[src/rtl/multi_queue_buffer.sv]
// Shared-pool multi-queue FIFO: NUM_LISTS linked-list queues plus a free list over NUM_ELEMS data slots.
// Optional per-queue cap on push acceptance when MQB_QUOTA_EN is defined (LIST_QUOTA slots per queue).
module multi_queue_buffer #(
  parameter int DATA_WIDTH = 8,
  parameter int NUM_ELEMS  = 8,
  parameter int NUM_LISTS  = 4,
  parameter int PTR_WIDTH  = $clog2(NUM_ELEMS),
  parameter int ID_WIDTH   = (NUM_LISTS > 1) ? $clog2(NUM_LISTS) : 1,
  parameter int CNT_WIDTH  = PTR_WIDTH + 1,
  parameter int LIST_QUOTA = NUM_ELEMS
) (
  input  logic                           clk,
  input  logic                           rst,
  input  logic                           push_valid,
  input  logic [ID_WIDTH-1:0]            push_id,
  input  logic [DATA_WIDTH-1:0]          push_data,
  output logic                           push_ready,
  input  logic                           pop_valid,
  input  logic [ID_WIDTH-1:0]            pop_id,
  output logic                           pop_ready,
  output logic [DATA_WIDTH-1:0]          pop_data,
  output logic                           full,
  output logic [NUM_LISTS-1:0]           empty,
  output logic [NUM_LISTS*CNT_WIDTH-1:0] occupancy,
  output logic [CNT_WIDTH-1:0]           total_count
);

  localparam int ID_SPAN = 1 << ID_WIDTH;

`ifdef MQB_QUOTA_EN
  localparam int QUOTA_CAP = LIST_QUOTA;
`else
  // A cap of at least NUM_ELEMS can only bite when the pool is already full.
  localparam int QUOTA_CAP = (LIST_QUOTA > NUM_ELEMS) ? LIST_QUOTA : NUM_ELEMS;
`endif

  function automatic logic [ID_SPAN-1:0] id_mask_f();
    logic [ID_SPAN-1:0] m;
    m = {ID_SPAN{1'b0}};
    for (int i = 0; i < ID_SPAN; i++) begin
      m[i] = (i < NUM_LISTS);
    end
    return m;
  endfunction

  localparam logic [ID_SPAN-1:0] ID_MASK = id_mask_f();

  logic [DATA_WIDTH-1:0] data_mem_r [NUM_ELEMS];
  logic [PTR_WIDTH-1:0]  next_ptr_r [NUM_ELEMS];
  logic [PTR_WIDTH-1:0]  head_r     [NUM_LISTS];
  logic [PTR_WIDTH-1:0]  tail_r     [NUM_LISTS];
  logic [CNT_WIDTH-1:0]  count_r    [NUM_LISTS];
  logic [CNT_WIDTH-1:0]  total_r;
  logic [PTR_WIDTH-1:0]  free_head_r;
  logic [PTR_WIDTH-1:0]  free_tail_r;

  logic                  full_s;
  logic                  free_one_s;
  logic [NUM_LISTS-1:0]  empty_s;
  logic                  push_ready_s;
  logic                  pop_ready_s;
  logic                  push_acc_s;
  logic                  pop_acc_s;
  logic                  same_one_s;
  logic [PTR_WIDTH-1:0]  pop_slot_s;
  logic [DATA_WIDTH-1:0] pop_data_s;

  // Handshake decode, head read and status derived from the current state.
  always_comb begin
    for (int i = 0; i < NUM_LISTS; i++) begin
      empty_s[i] = (count_r[i] == {CNT_WIDTH{1'b0}});
    end
    full_s     = (total_r == CNT_WIDTH'(NUM_ELEMS));
    free_one_s = (total_r == CNT_WIDTH'(NUM_ELEMS - 1));
    pop_slot_s = head_r[pop_id];
    if (rst) begin
      push_ready_s = 1'b1;
      pop_ready_s  = 1'b0;
    end else begin
      push_ready_s = !full_s && ID_MASK[push_id] && (int'(count_r[push_id]) < QUOTA_CAP);
      pop_ready_s  = pop_valid && ID_MASK[pop_id] && !empty_s[pop_id];
    end
    push_acc_s = push_valid && push_ready_s && !rst;
    pop_acc_s  = pop_ready_s;
    // Pop takes the only node while push appends to the same queue: the new slot becomes head.
    same_one_s = push_acc_s && pop_acc_s && (push_id == pop_id) &&
                 (count_r[pop_id] == CNT_WIDTH'(1));
    if (pop_ready_s) begin
      pop_data_s = data_mem_r[pop_slot_s];
    end else begin
      pop_data_s = {DATA_WIDTH{1'b0}};
    end
  end

  // Link structure, free list and occupancy counters.
  always_ff @(posedge clk) begin
    if (rst) begin
      for (int j = 0; j < NUM_ELEMS; j++) begin
        next_ptr_r[j] <= PTR_WIDTH'((j + 1) % NUM_ELEMS);
      end
      for (int i = 0; i < NUM_LISTS; i++) begin
        head_r[i]  <= {PTR_WIDTH{1'b0}};
        tail_r[i]  <= {PTR_WIDTH{1'b0}};
        count_r[i] <= {CNT_WIDTH{1'b0}};
      end
      total_r     <= {CNT_WIDTH{1'b0}};
      free_head_r <= {PTR_WIDTH{1'b0}};
      free_tail_r <= PTR_WIDTH'(NUM_ELEMS - 1);
    end else begin
      if (push_acc_s) begin
        tail_r[push_id] <= free_head_r;
        free_head_r     <= next_ptr_r[free_head_r];
        if (empty_s[push_id] || same_one_s) begin
          head_r[push_id] <= free_head_r;
        end else begin
          next_ptr_r[tail_r[push_id]] <= free_head_r;
        end
      end
      if (pop_acc_s) begin
        if (!same_one_s) begin
          head_r[pop_id] <= next_ptr_r[pop_slot_s];
        end
        free_tail_r <= pop_slot_s;
        // Free list empty now or emptied by this cycle's push: released slot is the whole list.
        if (full_s || (push_acc_s && free_one_s)) begin
          free_head_r <= pop_slot_s;
        end else begin
          next_ptr_r[free_tail_r] <= pop_slot_s;
        end
      end
      for (int i = 0; i < NUM_LISTS; i++) begin
        count_r[i] <= count_r[i]
                      + CNT_WIDTH'(push_acc_s && (push_id == ID_WIDTH'(i)))
                      - CNT_WIDTH'(pop_acc_s && (pop_id == ID_WIDTH'(i)));
      end
      total_r <= total_r + CNT_WIDTH'(push_acc_s) - CNT_WIDTH'(pop_acc_s);
    end
  end

  // Payload storage; contents are deliberately left unreset.
  always_ff @(posedge clk) begin
    if (push_acc_s) begin
      data_mem_r[free_head_r] <= push_data;
    end
  end

  // Pack per-queue counts onto the occupancy bus.
  always_comb begin
    occupancy = {(NUM_LISTS*CNT_WIDTH){1'b0}};
    for (int i = 0; i < NUM_LISTS; i++) begin
      occupancy[i*CNT_WIDTH +: CNT_WIDTH] = count_r[i];
    end
  end

  assign push_ready  = push_ready_s;
  assign pop_ready   = pop_ready_s;
  assign pop_data    = pop_data_s;
  assign full        = full_s;
  assign empty       = empty_s;
  assign total_count = total_r;

endmodule

[config.mk]
export PLATFORM = sky130hd
export DESIGN_NAME = multi_queue_buffer
export DESIGN_NICKNAME = d
export VERILOG_FILES = /design/src/rtl/multi_queue_buffer.sv
export SDC_FILE = /design/constraint.sdc
export NUM_CORES = 1
export LEC_CHECK = 0
export ABC_AREA = 0
export CAP_MARGIN = 20
export CORE_ASPECT_RATIO = 0.75
export CORE_UTILIZATION = 40
export DETAILED_ROUTE_END_ITERATION = 8
export PLACE_DENSITY = 0.62
export SLEW_MARGIN = 20
export SYNTH_ARGS = -nofsm -noshare
export SYNTH_HDL_FRONTEND = slang
export SYNTH_SLANG_ARGS = --single-unit
[constraint.sdc]
create_clock -name clk -period 7 [get_ports clk]
set_input_delay 1.4 -clock clk [delete_from_list [all_inputs] [get_ports clk]]
set_output_delay 1.4 -clock clk [all_outputs]
set_load 0.02 [all_outputs]
==> Word level (Yosys, flattened, before mapping) <==
Memories as Yosys holds them, arrays and structs flattened. A register that Yosys moved wholly into a read port is not among the register bits.
Cells that the tools add are included.
{ "totals": {"in_bits": 16, "out_inout_bits": 35, "ramBits": 128, "register_bits": 10, "wordCells": 126, "memories": 5} }
{ "memory_table": {"columns": ["memory", "depth", "word_bits", "read_ports", "rd_ports_with_merged_regs", "wr", "line", "source"], "rows": [
  ["data_mem_r", 8, 8, 1, 0, 1, "48", "logic [DATA_WIDTH-1:0] data_mem_r [NUM_ELEMS];"],
  ["next_ptr_r", 8, 3, 2, 1, 8, "49", "logic [PTR_WIDTH-1:0] next_ptr_r [NUM_ELEMS];"],
  ["count_r", 4, 4, 6, 0, 4, "52", "logic [CNT_WIDTH-1:0] count_r [NUM_LISTS];"],
  ["head_r", 4, 3, 1, 0, 4, "50", "logic [PTR_WIDTH-1:0] head_r [NUM_LISTS];"],
  ["tail_r", 4, 3, 1, 0, 4, "51", "logic [PTR_WIDTH-1:0] tail_r [NUM_LISTS];"]
]} }
{ "classes": {"eq_ne": 10, "muxes": 57, "reduce_logical": 34, "bitwise_logic": 4, "add_sub_neg": 10, "order_cmp": 3} }
{ "op_table": {"columns": ["cell", "n"], "rows": [
  ["$mux 1", 34],
  ["$mux 3", 11],
  ["$add 4x1->4", 5],
  ["$sub 4x1->4", 5],
  ["$logic_and 1x1->1", 18],
  ["$logic_not 4->1", 4],
  ["$mux 4", 4],
  ["$reduce_or 3->1", 5],
  ["$bmux 1 s2", 4],
  ["$eq 2x2->1 const B", 4],
  ["$mux 8", 1],
  ["$lt 2x3->1 const B", 2],
  ["$mux 2", 3],
  ["$eq 2x1->1 const B", 2],
  ["$eq 4x1->1 const B", 1],
  ["$eq 4x3->1 const B", 1],
  ["$eq 4x4->1 const B", 1],
  ["$logic_not 2->1", 2],
  ["$lt 4x4->1 const B", 1],
  ["$or 1x1->1", 4],
  ["$logic_not 1->1", 3],
  ["$eq 2x2->1", 1],
  ["$logic_or 1x1->1", 2]
]} }

==> Depth between registers and ports, before layout <==
{ "logic_depth": {"ltp_word": 17, "ltp_mapped": 13, "depth_no_buf": 13} }

==> Worst setup path after synthesis <==
Ideal clock, no wire load.
{ "synth_path": {"kind": "input to output", "from": "input pop_id[0]", "to": "output pop_data[5]", "setup_slack_ns": 2.543, "t_required_ns": 5.600, "path_buffers": 3, "path_stages": 6, "arrival_ns": 3.057, "path_cell_list": "buf_2 -> mux4_2 -> buf_2 -> buf_2 -> mux4_2 -> a22o_1"} }
{ "synth_between": {"elab_chain_cells": 6, "word_cells_on_any_way": 11, "classes_between": "mux (6); reduce/logical (3); memory (2)"} }
{ "synth_lines": {"columns": ["item", "line", "source"], "rows": [
  ["start: declaration", "19", "input logic [ID_WIDTH-1:0] pop_id,"],
  ["branches (longest 5 deep; another with $mem_v2 8x8)", null, null],
  ["$mux 8 (*)", "88", "if (pop_ready_s) begin"],
  ["end: declaration", "21", "output logic [DATA_WIDTH-1:0] pop_data,"]
]} }
Mark *: on every way between the ends. The select of a mux whose other input is x is not followed.

==> Worst setup path in the final report <==
{ "layout_path": {"from": "input pop_id[0]", "to": "output pop_data[7]"} }
Same word-level chain as after synthesis.

==> run_results.csv <==
group,metric,value,unit
cts,path_clk_slew,0.07,ns
synthesis,syn_inst,603,
floorplan,ios,51,
setup_path,ff2ff_path_depth,11,
synthesis,yosys.area_share.xor_xnor,1.29,%
synthesis,seq_area_frac_synth,52.0,%
timing,setup_tns,0,ns
timing,period_minus_slack,5.78,ns
synthesis,synth_nets,651,
min_path,min_path_cells,2,
detailed_routing,dr.pass1.iters,6,
detailed_routing,wl_per_cell,21.9,microns
floorplan,fp.dieArea,19200,sq um
placement,numPortBuffers,50,
synthesis,yosys_warnings,0,
synthesis,async_reset_ff_share,0,%
cts,cts_buffer_depth,2,
cts,cts_resized,0,
layout,area_growth,17.6,%
global_routing,track_usage,21.2,%
cts,cts_root_buffer,"clkbuf_16",
floorplan,initial_core_util,41.6,%
detailed_routing,drc,0,
synthesis,synthSimpleGateAreaFrac,13.7,%
timing,skew,0.0204,ns
placement,pre_cts_ws,1.21,ns
detailed_routing,vias,5525,
global_routing,grt_max_degree,30,
detailed_routing,drtAntennaViolNets,0,
timing,hold_viol,0,
setup_path,critPathCaptureType,"primary output",
global_routing,grt_pass1_wl,30700,microns
synthesis,synth_flop_cell,"edfxtp_1",
cts,numCtsBuffers,17,
timing,setup_ws,1.22,ns
layout,layout.nets,694,
setup_path,max_stage_delay,0.91,ns
setup_path,crit_path_start_kind,"input port",
power_and_ir_drop,leakagePower,3.03,nW
layout,fillCellCount,1594,
detailed_routing,wl,19800,microns
cts,hold_buffers,0,
setup_path,path_class,"input port to primary output",
placement,gp_congestion,0.932,
global_routing,grt_overflow,0,
synthesis,synthAdderAreaFrac,5.86,%
cts,h-tree-depth,4,
layout,fin_area,8790,sq um
timing,tightest_slew,1.05,ns
timing,setup_viol,0,
timing,max_freq,173,MHz
run_status,status,"complete, no violations",
placement,place_area,8190,sq um
timing,relSlewSlack,29.3,%
setup_path,worstPathCellList,"clkdlybuf4s50_1 -> buf_4 -> mux4_2 -> mux4_2 -> a22o_1 -> clkdlybuf4s50_1",
setup_path,arrival,4.38,ns
synthesis,synth_most_common_cell,"edfxtp_1",
cts,clk_latency,0.43,ns
synthesis,synth_edf_count,112,
floorplan,core-area,18000,sq um
min_path,worstHoldPathType,"flip-flop to flip-flop",
synthesis,syn_avg_cell_area,12.4,sq um
placement,dp_hpwl,13600,microns
layout,drive_above_1_share,14.3,%
synthesis,ys_types,66,
timing,rsz0062_at_grt,"false",
floorplan,die_x,160,microns
synthesis,synth-seq-cells,138,
flow_run,maxCapViolCount,0,
setup_path,crit_required,5.60,ns
layout,num_antenna_cells,0,
synthesis,syn_area,7470,sq um
power_and_ir_drop,p_total,2.74,mW
synthesis,synthTopCellsByArea,"edfxtp_1 45%, mux4_2 8.1%, dfxtp_1 7.0%",
cts,cts_tree,"built",
synthesis,synth_commonest_cells,"112 x edfxtp_1, 50 x inv_1, 37 x nor2_1",
power_and_ir_drop,power_density,312,nW/um^2
cts,postCtsSetupBuffers,0,
global_routing,antenna_found_initial,0,
layout,final_cells,901,
floorplan,rows,42,
synthesis,synth-compound-area-share,10.2,%
placement,dp_cells,869,
global_routing,grt_pass1_vias,5425,
synthesis,synth_mux_area_share,11.5,%
synthesis,synth_top_area_cell,"edfxtp_1",
detailed_routing,drt_iter0_drc,694,
synthesis,synth_top_area_share,45.0,%
timing,post-route-period-util,82.6,%
setup_path,critical_path.slowest_cell,"mux4_2",
timing,drv_slew,0,
setup_path,reg2reg_slack,2.79,ns
floorplan,die_y,120,microns
detailed_routing,drt-vias-per-instance,6.13,
power_and_ir_drop,ir_worst_vdd,0.000152,V
cts,numClockSinks,138,
synthesis,synth_top_family_by_area,"simple AND/OR/NAND/NOR gates",
setup_path,critPathMaxFanout,27,
power by group:
| group | internal, mW | switching, mW | leakage, nW |
|---|---|---|---|
| logic | 0.310 | 0.502 | 1.49 |
| registers | 0.960 | 0.0693 | 1.25 |
| clock network | 0.509 | 0.393 | 0.290 |
final timing paths:
check,start,end
worst max-delay path,pop_id[0],pop_data[7]
worst min-delay path,free_tail_r[1],free_tail_r[1]
worst max register to register,count_r[1][2],head_r[2][2]
worst min register to register,free_tail_r[1],free_tail_r[1]
cell type report:
type / instances / area, sq um / share of cell area, %
inverters: 51 / 191 / 2.18
well taps: 242 / 303 / 3.45
repair buffers: 64 / 606 / 6.89
flip-flops and latches: 138 / 3880 / 44.2
multi-input cells: 374 / 3200 / 36.5
clock inverters: 15 / 175 / 1.99
clock buffers: 17 / 425 / 4.84
logic make-up (layout without fill, tap and decap cells):
| kind of cell | Yosys count | count (layout) |
|---|---|---|
| flip-flops | 138 | 138 |
| AND/OR/NAND/NOR | 181 | 181 |
| XOR/XNOR | 11 | 11 |
| adder cells (fa/ha/maj) | 32 | 32 |
| AO/OA/AOI/OAI | 98 | 98 |
| multiplexers | 52 | 52 |
| buffers and inverters | 91 | 147 |
per-stage QoR:
| stage | util [%] | hold slack [ns] |
|---|---|---|
| 2_1_floorplan | - | 0.497 |
| 3_3_place_gp | 45.6 | 0.522 |
| 3_5_place_dp | 45.6 | 0.536 |
| 4_1_cts | 48.9 | 0.543 |
| 5_1_grt | 48.9 | 0.581 |
| 6_report | 48.9 | 0.555 |
flip-flops by register name, summed over array words and instances, names as in the netlist:
| signal | count |
|---|---|
| data_mem_r | 64 |
| next_ptr_r | 24 |
| count_r | 16 |
| head_r | 12 |
| tail_r | 12 |
| total_count | 4 |
| free_head_r | 3 |
| free_tail_r | 3 |
layout by cell type (no fill, tap or decap), drive strengths merged, types with 7 or more instances in the layout:
cell type        n
edfxtp         112
inv             59
clkdlybuf4s50   50
nor2            37
nand2           29
mux4            27
ha              27
dfxtp           26
mux2i           22
nand4           18
nor4            18
clkbuf          17
nor3            16
nand3           15
buf             14
a31oi           10
a21oi           10
nor2b            9
o32ai            9
o41ai            8
a22o             8
or3              8
o211ai           7
o21ai            7
metal layers:
layer	part of all wire, %	GRT usage (%)	wire length, microns
met4	1.7	6.85	345
met1	43	30.1	8560
met2	45	31.2	8850
met3	10	6.14	2010
met5	0	0	0
worst max-delay path, delay by kind of cell:
| family | cells | cell delay [ns] |
|---|---|---|
| AOI/OAI and AO/OA | 1 | 0.27 |
| buffers and inverters | 3 | 1.19 |
| muxes | 2 | 1.49 |
Note: power is estimated with default switching activity, not from simulation.
